## config.mk

```make
export PLATFORM = sky130hd
export DESIGN_NAME = input_loader
export DESIGN_NICKNAME = d
export VERILOG_FILES = /design/src/rtl/input_loader.sv
export SDC_FILE = /design/constraint.sdc
export NUM_CORES = 1
export LEC_CHECK = 0
export CELL_PAD_IN_SITES_DETAIL_PLACEMENT = 1
export CELL_PAD_IN_SITES_GLOBAL_PLACEMENT = 1
export CORE_ASPECT_RATIO = 1.1
export CORE_MARGIN = 5
export CORE_UTILIZATION = 25
export DETAILED_ROUTE_END_ITERATION = 6
export HOLD_SLACK_MARGIN = 0.08
export PLACE_DENSITY = 0.71
export SYNTH_ARGS = -nofsm -noshare
export SYNTH_HDL_FRONTEND = slang
export SYNTH_SLANG_ARGS = --single-unit
```

## constraint.sdc

```tcl
create_clock -name clk_i -period 1.99 [get_ports clk_i]
set_clock_uncertainty 0.15 [all_clocks]
set_input_delay 0.398 -clock clk_i [delete_from_list [all_inputs] [get_ports clk_i]]
set_output_delay 0.398 -clock clk_i [all_outputs]
set_load 0.1 [all_outputs]
```

## src/rtl/input_loader.sv

```systemverilog
// ---------------------------------------------------------------------------
// input_loader
//   Front-end stage of the MLP datapath. Takes one frame of 8-bit unsigned
//   pixels over a valid/ready stream, converts each one to the 16-bit signed
//   neuron format, and writes it into the input region of neuron memory.
//   When the last pixel of the frame has been written, load_done_o pulses
//   once. That pulse launches the control unit.
//
// Parameters
//   NUM_INPUTS  pixels per frame (1 .. 2**ADDR_W - BASE_ADDR)
//   ADDR_W      neuron memory address width
//   BASE_ADDR   neuron address that receives pixel 0
//   SHIFT       left shift applied during conversion (0..8)
//
// Ports
//   clk_i        rising-edge clock
//   reset_i      synchronous active-high reset
//   start_i      begin a frame (honoured only in IDLE)
//   pix_valid_i  pix_data_i carries a pixel this cycle
//   pix_data_i   unsigned 8-bit pixel
//   pix_ready_o  loader accepts a pixel this cycle (high exactly in LOAD)
//   wr_en_o      neuron memory write strobe (one cycle after each handshake)
//   wr_addr_o    neuron memory write address
//   wr_data_o    converted, saturated neuron value
//   busy_o       frame in progress (LOAD and DRAIN)
//   load_done_o  one-cycle pulse once the frame is fully written
// ---------------------------------------------------------------------------
module input_loader #(
  parameter int NUM_INPUTS = 784,
  parameter int ADDR_W     = 12,
  parameter int BASE_ADDR  = 0,
  parameter int SHIFT      = 0
) (
  input  logic              clk_i,
  input  logic              reset_i,
  input  logic              start_i,
  input  logic              pix_valid_i,
  input  logic [7:0]        pix_data_i,
  output logic              pix_ready_o,
  output logic              wr_en_o,
  output logic [ADDR_W-1:0] wr_addr_o,
  output logic [15:0]       wr_data_o,
  output logic              busy_o,
  output logic              load_done_o
);

  typedef enum logic [1:0] {
    IDLE  = 2'd0,
    LOAD  = 2'd1,
    DRAIN = 2'd2,
    DONE  = 2'd3
  } state_e;

  localparam logic [ADDR_W-1:0] LAST_IDX = ADDR_W'(NUM_INPUTS - 1);
  localparam logic [ADDR_W-1:0] BASE     = ADDR_W'(BASE_ADDR);

  state_e            state_q, state_d;
  logic [ADDR_W-1:0] idx_q, idx_d;

  logic              pix_ready_d;
  logic              wr_en_d;
  logic [ADDR_W-1:0] wr_addr_d;
  logic [15:0]       wr_data_d;
  logic              busy_d;
  logic              load_done_d;

  logic              handshake;
  logic [16:0]       shifted;
  logic [15:0]       converted;

  // pix_ready_o is high exactly in LOAD, so the registered state stands in
  // for it here and avoids a path through the output flop.
  assign handshake = (state_q == LOAD) && pix_valid_i;

  // The shift is done at 17 bits so that 255 << 8 cannot wrap. Anything
  // above the largest positive 16-bit signed value saturates, which keeps
  // every neuron input non-negative.
  assign shifted   = {9'b0, pix_data_i} << SHIFT;
  assign converted = (shifted > 17'h07FFF) ? 16'h7FFF : shifted[15:0];

  // State register, frame index and output registers. Every output is a
  // flop, and reset clears all of them along with the state.
  always_ff @(posedge clk_i) begin
    if (reset_i) begin
      state_q     <= IDLE;
      idx_q       <= '0;
      pix_ready_o <= 1'b0;
      wr_en_o     <= 1'b0;
      wr_addr_o   <= '0;
      wr_data_o   <= '0;
      busy_o      <= 1'b0;
      load_done_o <= 1'b0;
    end else begin
      state_q     <= state_d;
      idx_q       <= idx_d;
      pix_ready_o <= pix_ready_d;
      wr_en_o     <= wr_en_d;
      wr_addr_o   <= wr_addr_d;
      wr_data_o   <= wr_data_d;
      busy_o      <= busy_d;
      load_done_o <= load_done_d;
    end
  end

  // Next-state logic. start_i is only looked at in IDLE, so a start pulse
  // in any other state, DONE included, is dropped. Stalls in LOAD hold both
  // the state and the index.
  always_comb begin
    state_d = state_q;
    idx_d   = idx_q;
    unique case (state_q)
      IDLE: begin
        if (start_i) begin
          state_d = LOAD;
          idx_d   = '0;
        end
      end
      LOAD: begin
        if (handshake) begin
          idx_d = idx_q + ADDR_W'(1);
          if (idx_q == LAST_IDX) begin
            state_d = DRAIN;
          end
        end
      end
      DRAIN: state_d = DONE;
      DONE:  state_d = IDLE;
      default: state_d = IDLE;
    endcase
  end

  // Output logic. The values are computed from the next state so that the
  // registered outputs line up with the state they describe. The write is
  // registered one cycle behind its handshake, so the final write lands in
  // DRAIN and can never coincide with the load_done pulse in DONE.
  always_comb begin
    pix_ready_d = (state_d == LOAD);
    busy_d      = (state_d == LOAD) || (state_d == DRAIN);
    load_done_d = (state_d == DONE);
    wr_en_d     = handshake;
    wr_addr_d   = '0;
    wr_data_d   = '0;
    if (handshake) begin
      wr_addr_d = BASE + idx_q;
      wr_data_d = converted;
    end
  end

endmodule

```

; Word level (Yosys, flattened, before mapping)
; Cells that the tools add are included.
[word_totals]
register_bits = 46
out_inout_bits = 32
elab_cells = 34
[op_classes]
addsub = 1
n_lt_le_gt_ge = 1
eq_ne = 9
mux = 8
n_bitwise = 1
n_reduce_logical = 6
[op_table]
columns = cell, count
row1 = 2-to-1 mux 12 bit, 2
row2 = one-hot mux 12 bit (2 select lines), 1
row3 = "> comparator 8 x 15 -> 1 bit, second input constant", 1
row4 = 2-to-1 mux 15 bit, 1
row5 = "adder 12 x 1 -> 12 bit, second input constant", 1
row6 = "equality test 12 x 10 -> 1 bit, second input constant", 1
row7 = "equality test 2 bit, second input constant", 4
row8 = one-hot mux 2 bit (4 select lines), 1
row9 = 2-to-1 mux 2 bit, 3
row10 = "equality test 2 x 1 -> 1 bit, second input constant", 2
row11 = "inequality test 2 bit, second input constant", 2
row12 = AND reduction 3 bit, 1
row13 = zero test 2 bit, 1
row14 = nonzero test 2 bit, 1
row15 = OR reduction 2 bit, 1
row16 = logical AND 1 bit, 1
row17 = logical OR 1 bit, 1
row18 = inverter 1 bit, 1

; Logic depth before layout (Yosys ltp)
[logic_depth]
word_depth = 6
depth_mapped = 6
mapped_depth_nobuf = 6

; Least setup slack after synthesis
; Ideal clock, no wire load.
[synth_timing]
path_type = input -> register
from = input pix_valid_i
to = register busy_o
arrival_ns = 1.542
t_required_ns = 1.774
setup_slack_ns = 0.232
cell_stages = 5
path_buffers = 0
path_cell_list = or4bb_1 nor3_1 o22ai_1 ha_1 nor2_1
[synth_via]
elab_chain_len = 5
elab_cells_between_ends = 6
[synth_lines]
columns = item, line
row1 = start: declaration, 37  ; input logic pix_valid_i,
row2 = logical AND 1 bit (*), 73  ; assign handshake = (state_q == LOAD) && pix_valid_i;
row3 = 2-to-1 mux 2 bit (*), 119  ; if (handshake) begin
row4 = one-hot mux 2 bit (4 select lines) (*), 111  ; unique case (state_q)
row5 = via state_d[0], 57  ; state_e state_q, state_d;
row6 = equality test 2 x 1 -> 1 bit or equality test 2 bit (tied branches), 138  ; busy_d = (state_d == LOAD) || (state_d == DRAIN);
row7 = logical OR 1 bit (*), 138
row8 = end signal: assignment, 100  ; busy_o <= busy_d;
row9 = end: declaration, 43  ; output logic busy_o,
; The timed path passes the listed nets; every way through them passes the cells marked *.
; A chain may end at the register's enable or synchronous reset.

; Worst setup path after layout
[layout_timing]
from = register idx_q[4]
to = register busy_o
[layout_via]
elab_chain_len = 6
elab_cells_between_ends = 7
[layout_lines]
columns = item, line
row1 = start: declaration, 58  ; logic [ADDR_W-1:0] idx_q, idx_d;
row2 = start signal: assignment, 95  ; idx_q <= idx_d;
row3 = equality test 12 x 10 -> 1 bit (*), 121  ; if (idx_q == LAST_IDX) begin
row4 = 2-to-1 mux 2 bit (*), 121
row5 = 2-to-1 mux 2 bit (*), 119
row6 = one-hot mux 2 bit (4 select lines) (*), 111
row7 = equality test 2 x 1 -> 1 bit or equality test 2 bit (tied branches), 138
row8 = logical OR 1 bit (*), 138
; Every way passes the cells marked *; elsewhere a longest branch is shown, timed or not.

==> flow_metrics.env <==
export IMPL_groute_usage_overall_pct=9.32
export IMPL_status="finished, final reports clean"
export IMPL_antennaDiodeCount=0
export IMPL_minimum_clock_period_after_layout_ns=1.87
export IMPL_timing_critical_path_max_delay_family="simple AND/OR/NAND/NOR gates"
export IMPL_postRouteAntennaNets=0
export IMPL_drt_first_pass_iters=4
export IMPL_vias_per_cell=4.20
export IMPL_antenna_found_initial=0
export IMPL_routed_wire_length_per_instance_um=12.1
export IMPL_gr_max_usage_layer="met2"
export IMPL_power_density_nw_per_um2=735
export IMPL_grt_pass1_vias=1123
export IMPL_grt_max_degree=22
export IMPL_cts_buffer_depth=2
export IMPL_synthesis_warnings=0
export IMPL_critPathBufInv=0
export IMPL_tritoncts_num_sinks=38
export IMPL_grt_setup_unrepaired="no"
export IMPL_cts_tree="yes"
export IMPL_cp_data_arrival_time_ns=1.95
export IMPL_critical_path_slowest_cell="or4bb_4"
export IMPL_gr_usage_met3_pct=2.55
export IMPL_ir_drop_v=0.000226
export IMPL_cts_setup_buffers=0
export IMPL_maxClockFrequency_ghz=0.534
export IMPL_die_height_um=88.4
export IMPL_seq_area_frac_synth_pct=54.5
export IMPL_numCtsBuffers=5
export IMPL_internal_power_w=0.00121
export IMPL_syn_mean_instance_area_um2=9.97
export IMPL_cap_viol_max_count=0
export IMPL_ios=44
export IMPL_post_route_drc_count=0
export IMPL_grt_overflow=0
export IMPL_die_w_um=81.3
export IMPL_power_combinational_fraction_pct=13.7
export IMPL_synthesis_instances=140
export IMPL_timing_setup_critical_path_class="flop to flop"
export IMPL_post_route_worst_setup_slack_ns=0.116
export IMPL_num_rows=28
export IMPL_worstSetupEndpointType="flop"
export IMPL_hold_viol_final=0
export IMPL_port_buffers=35
export IMPL_netSwitchingFraction_pct=26.4
export IMPL_setup_tns_final_ns=0
export IMPL_netlist_cell_type_count=33
export IMPL_cp_start_kind="flop"
export IMPL_data_required_time_of_the_critical_path_ns=2.07
export IMPL_clk_pwr_share_pct=38.7
export IMPL_cts_root_buf="clkbuf_8"
export IMPL_core_region_area_um2=5400
export IMPL_syn_cell_area_um2=1400
export IMPL_cp_max_fo=5
export IMPL_finalWeightedCongestion=0.779
export IMPL_preCtsSetupSlack_ns=-0.444
export IMPL_drtIter0Drc=23
export IMPL_clock_tree_htree_level_count=2
export IMPL_clkTransAtPathRegs_ns=0.08
export IMPL_final_max_slew_violation_count=0
export IMPL_p_leak_nw=0.862
export IMPL_power_frac_seq_pct=47.6
export IMPL_power_total_w=0.00164
export IMPL_wirelength_mm=3.14
export IMPL_path_cells="or4bb_4 > nor3_4 > a21oi_2 > ha_1 > nor2_1"
export IMPL_start_util_pct=25.9
export IMPL_finalSetupViolations=0
export IMPL_half_perimeter_wire_length_after_detailed_placement_mm=2.43
export IMPL_finish_net_count=198
export IMPL_synthToLayoutAreaGrowth_pct=59.9
export IMPL_drive_above_1_share_pct=26.5
export IMPL_holdCritPathClass="flop to flop"
export IMPL_use_met1_pct=10.3
export IMPL_period_share_pct=94.2
export IMPL_grt_pass1_wl_mm=5.11
export IMPL_floorplan_die_area_um2=7180
export IMPL_clk_insertion_delay_late_ns=0.29
export IMPL_groute_layer_met2_usage_pct=16.1
export IMPL_cp_slowest_stage_delay_ns=0.57
export IMPL_p_sw_w=0.000434
export IMPL_route_vias_total=1092
export IMPL_yosys_register_bits=38
[power by group through the flow]
stage	clock network, W	registers [W]	logic, W
after global placement	0	0.000799	0.000221
after floorplan	0	0.000850	0.000110
after CTS	0.000658	0.000782	0.000225
after detailed placement	0	0.000800	0.000224
final	0.000635	0.000782	0.000224
after global routing	0.000685	0.000784	0.000234
[cells in the mapped netlist (all sizes together)]
library cell,instances,share of area [%]
xor2,1,0.63
or3,1,0.45
and2b,1,0.54
nor2b,4,1.8
o21ai,3,1.1
o31ai,1,0.54
nand2,3,0.81
nand3,2,0.72
o22ai,1,0.45
nor3b,3,1.6
dfxtp,38,54
mux2i,1,0.72
nand4b,1,0.63
a21o,1,0.54
conb,1,0.27
nand4,3,1.3
nor2,14,3.8
a21oi,5,1.8
or4bb,1,0.81
clkbuf,5,1.3
or2,2,1.1
buf,9,4.7
or4,2,1.1
ha,2,1.8
xnor2,7,4.4
nor3,3,1.1
nor4,1,0.45
nand3b,1,0.54
nand2b,1,0.45
and2,20,9.0
nor4b,2,1.3
[final timing paths]
check / cells past startpoint / to / slack, ns / startpoint
min: 1 / wr_addr_o[1] / 0.36 / idx_q[1]
max: 5 / busy_o / 0.12 / idx_q[4]
max reg2reg: 5 / busy_o / 0.12 / idx_q[4]
min reg2reg: 1 / wr_addr_o[1] / 0.36 / idx_q[1]
[through the flow]
step,utilization (%),area (um2),cells,hold slack [ns]
6_report,41.4,2230,260,0.358
5_1_grt,41.4,2230,260,0.376
4_1_cts,41.1,2220,260,0.362
3_5_place_dp,38.8,2100,252,0.355
3_3_place_gp,38.8,2100,252,0.331
2_1_floorplan,-,1420,147,0.305
[registers in the layout, indices dropped and copies added, names as in the netlist]
signal / cells
wr_en_o: 1
wr_data_o: 8
busy_o: 1
load_done_o: 1
wr_addr_o: 12
idx_q: 12
state_q: 2
pix_ready_o: 1
[placed cells by master, fill, tap and decap left out, types with 2 or more instances in the layout]
master | synthesis | routed
nor2_1 | 14 | 14
or4_1 | 2 | 2
buf_4 | 8 | 9
nor4b_1 | 2 | 2
buf_12 | 0 | 24
nor2b_1 | 4 | 4
nor3b_1 | 3 | 2
nand3_1 | 2 | 2
xnor2_1 | 7 | 7
clkdlybuf4s50_1 | 0 | 10
dfxtp_1 | 38 | 37
a21oi_1 | 5 | 4
nand4_1 | 3 | 3
conb_1 | 1 | 8
o21ai_0 | 3 | 3
and2_1 | 20 | 20
nand2_1 | 3 | 3
clkbuf_8 | 0 | 5
clkinv_2 | 0 | 2
ha_1 | 2 | 2
nor3_1 | 3 | 2
[cell type report]
| cell class | count | area (um2) |
|---|---|---|
| multi-input combinational | 95 | 608 |
| clock inverter | 3 | 40.0 |
| sequential | 38 | 762 |
| tap | 75 | 93.8 |
| fill | 609 | 3160 |
| clock buffer | 5 | 68.8 |
| timing repair buffer | 44 | 661 |
[kinds of logic after synthesis]
family	after synthesis	share of synthesized area (%)
multiplexers	1	0.717
flip-flops	38	54.5
buffers and inverters	14	6.00
adder cells (fa/ha/maj)	2	1.79
other	1	0.269
XOR/XNOR	8	5.02
AO/OA/AOI/OAI	11	4.39
AND/OR/NAND/NOR	65	27.3
[layer usage]
| layer | share of wire [%] | wire [um] |
|---|---|---|
| met1 | 43 | 1350 |
| met2 | 49 | 1540 |
| met3 | 5.4 | 171 |
| met4 | 2.3 | 72 |
| met5 | 0 | 0 |
[what timing repair did]
action                     in CTS  in global routing
hold buffers                    0                  0
pin swaps                       3                  4
setup endpoints to repair       2                  1
resized for setup               2                  5
No activity file was read; power rests on OpenSTA's default activity.
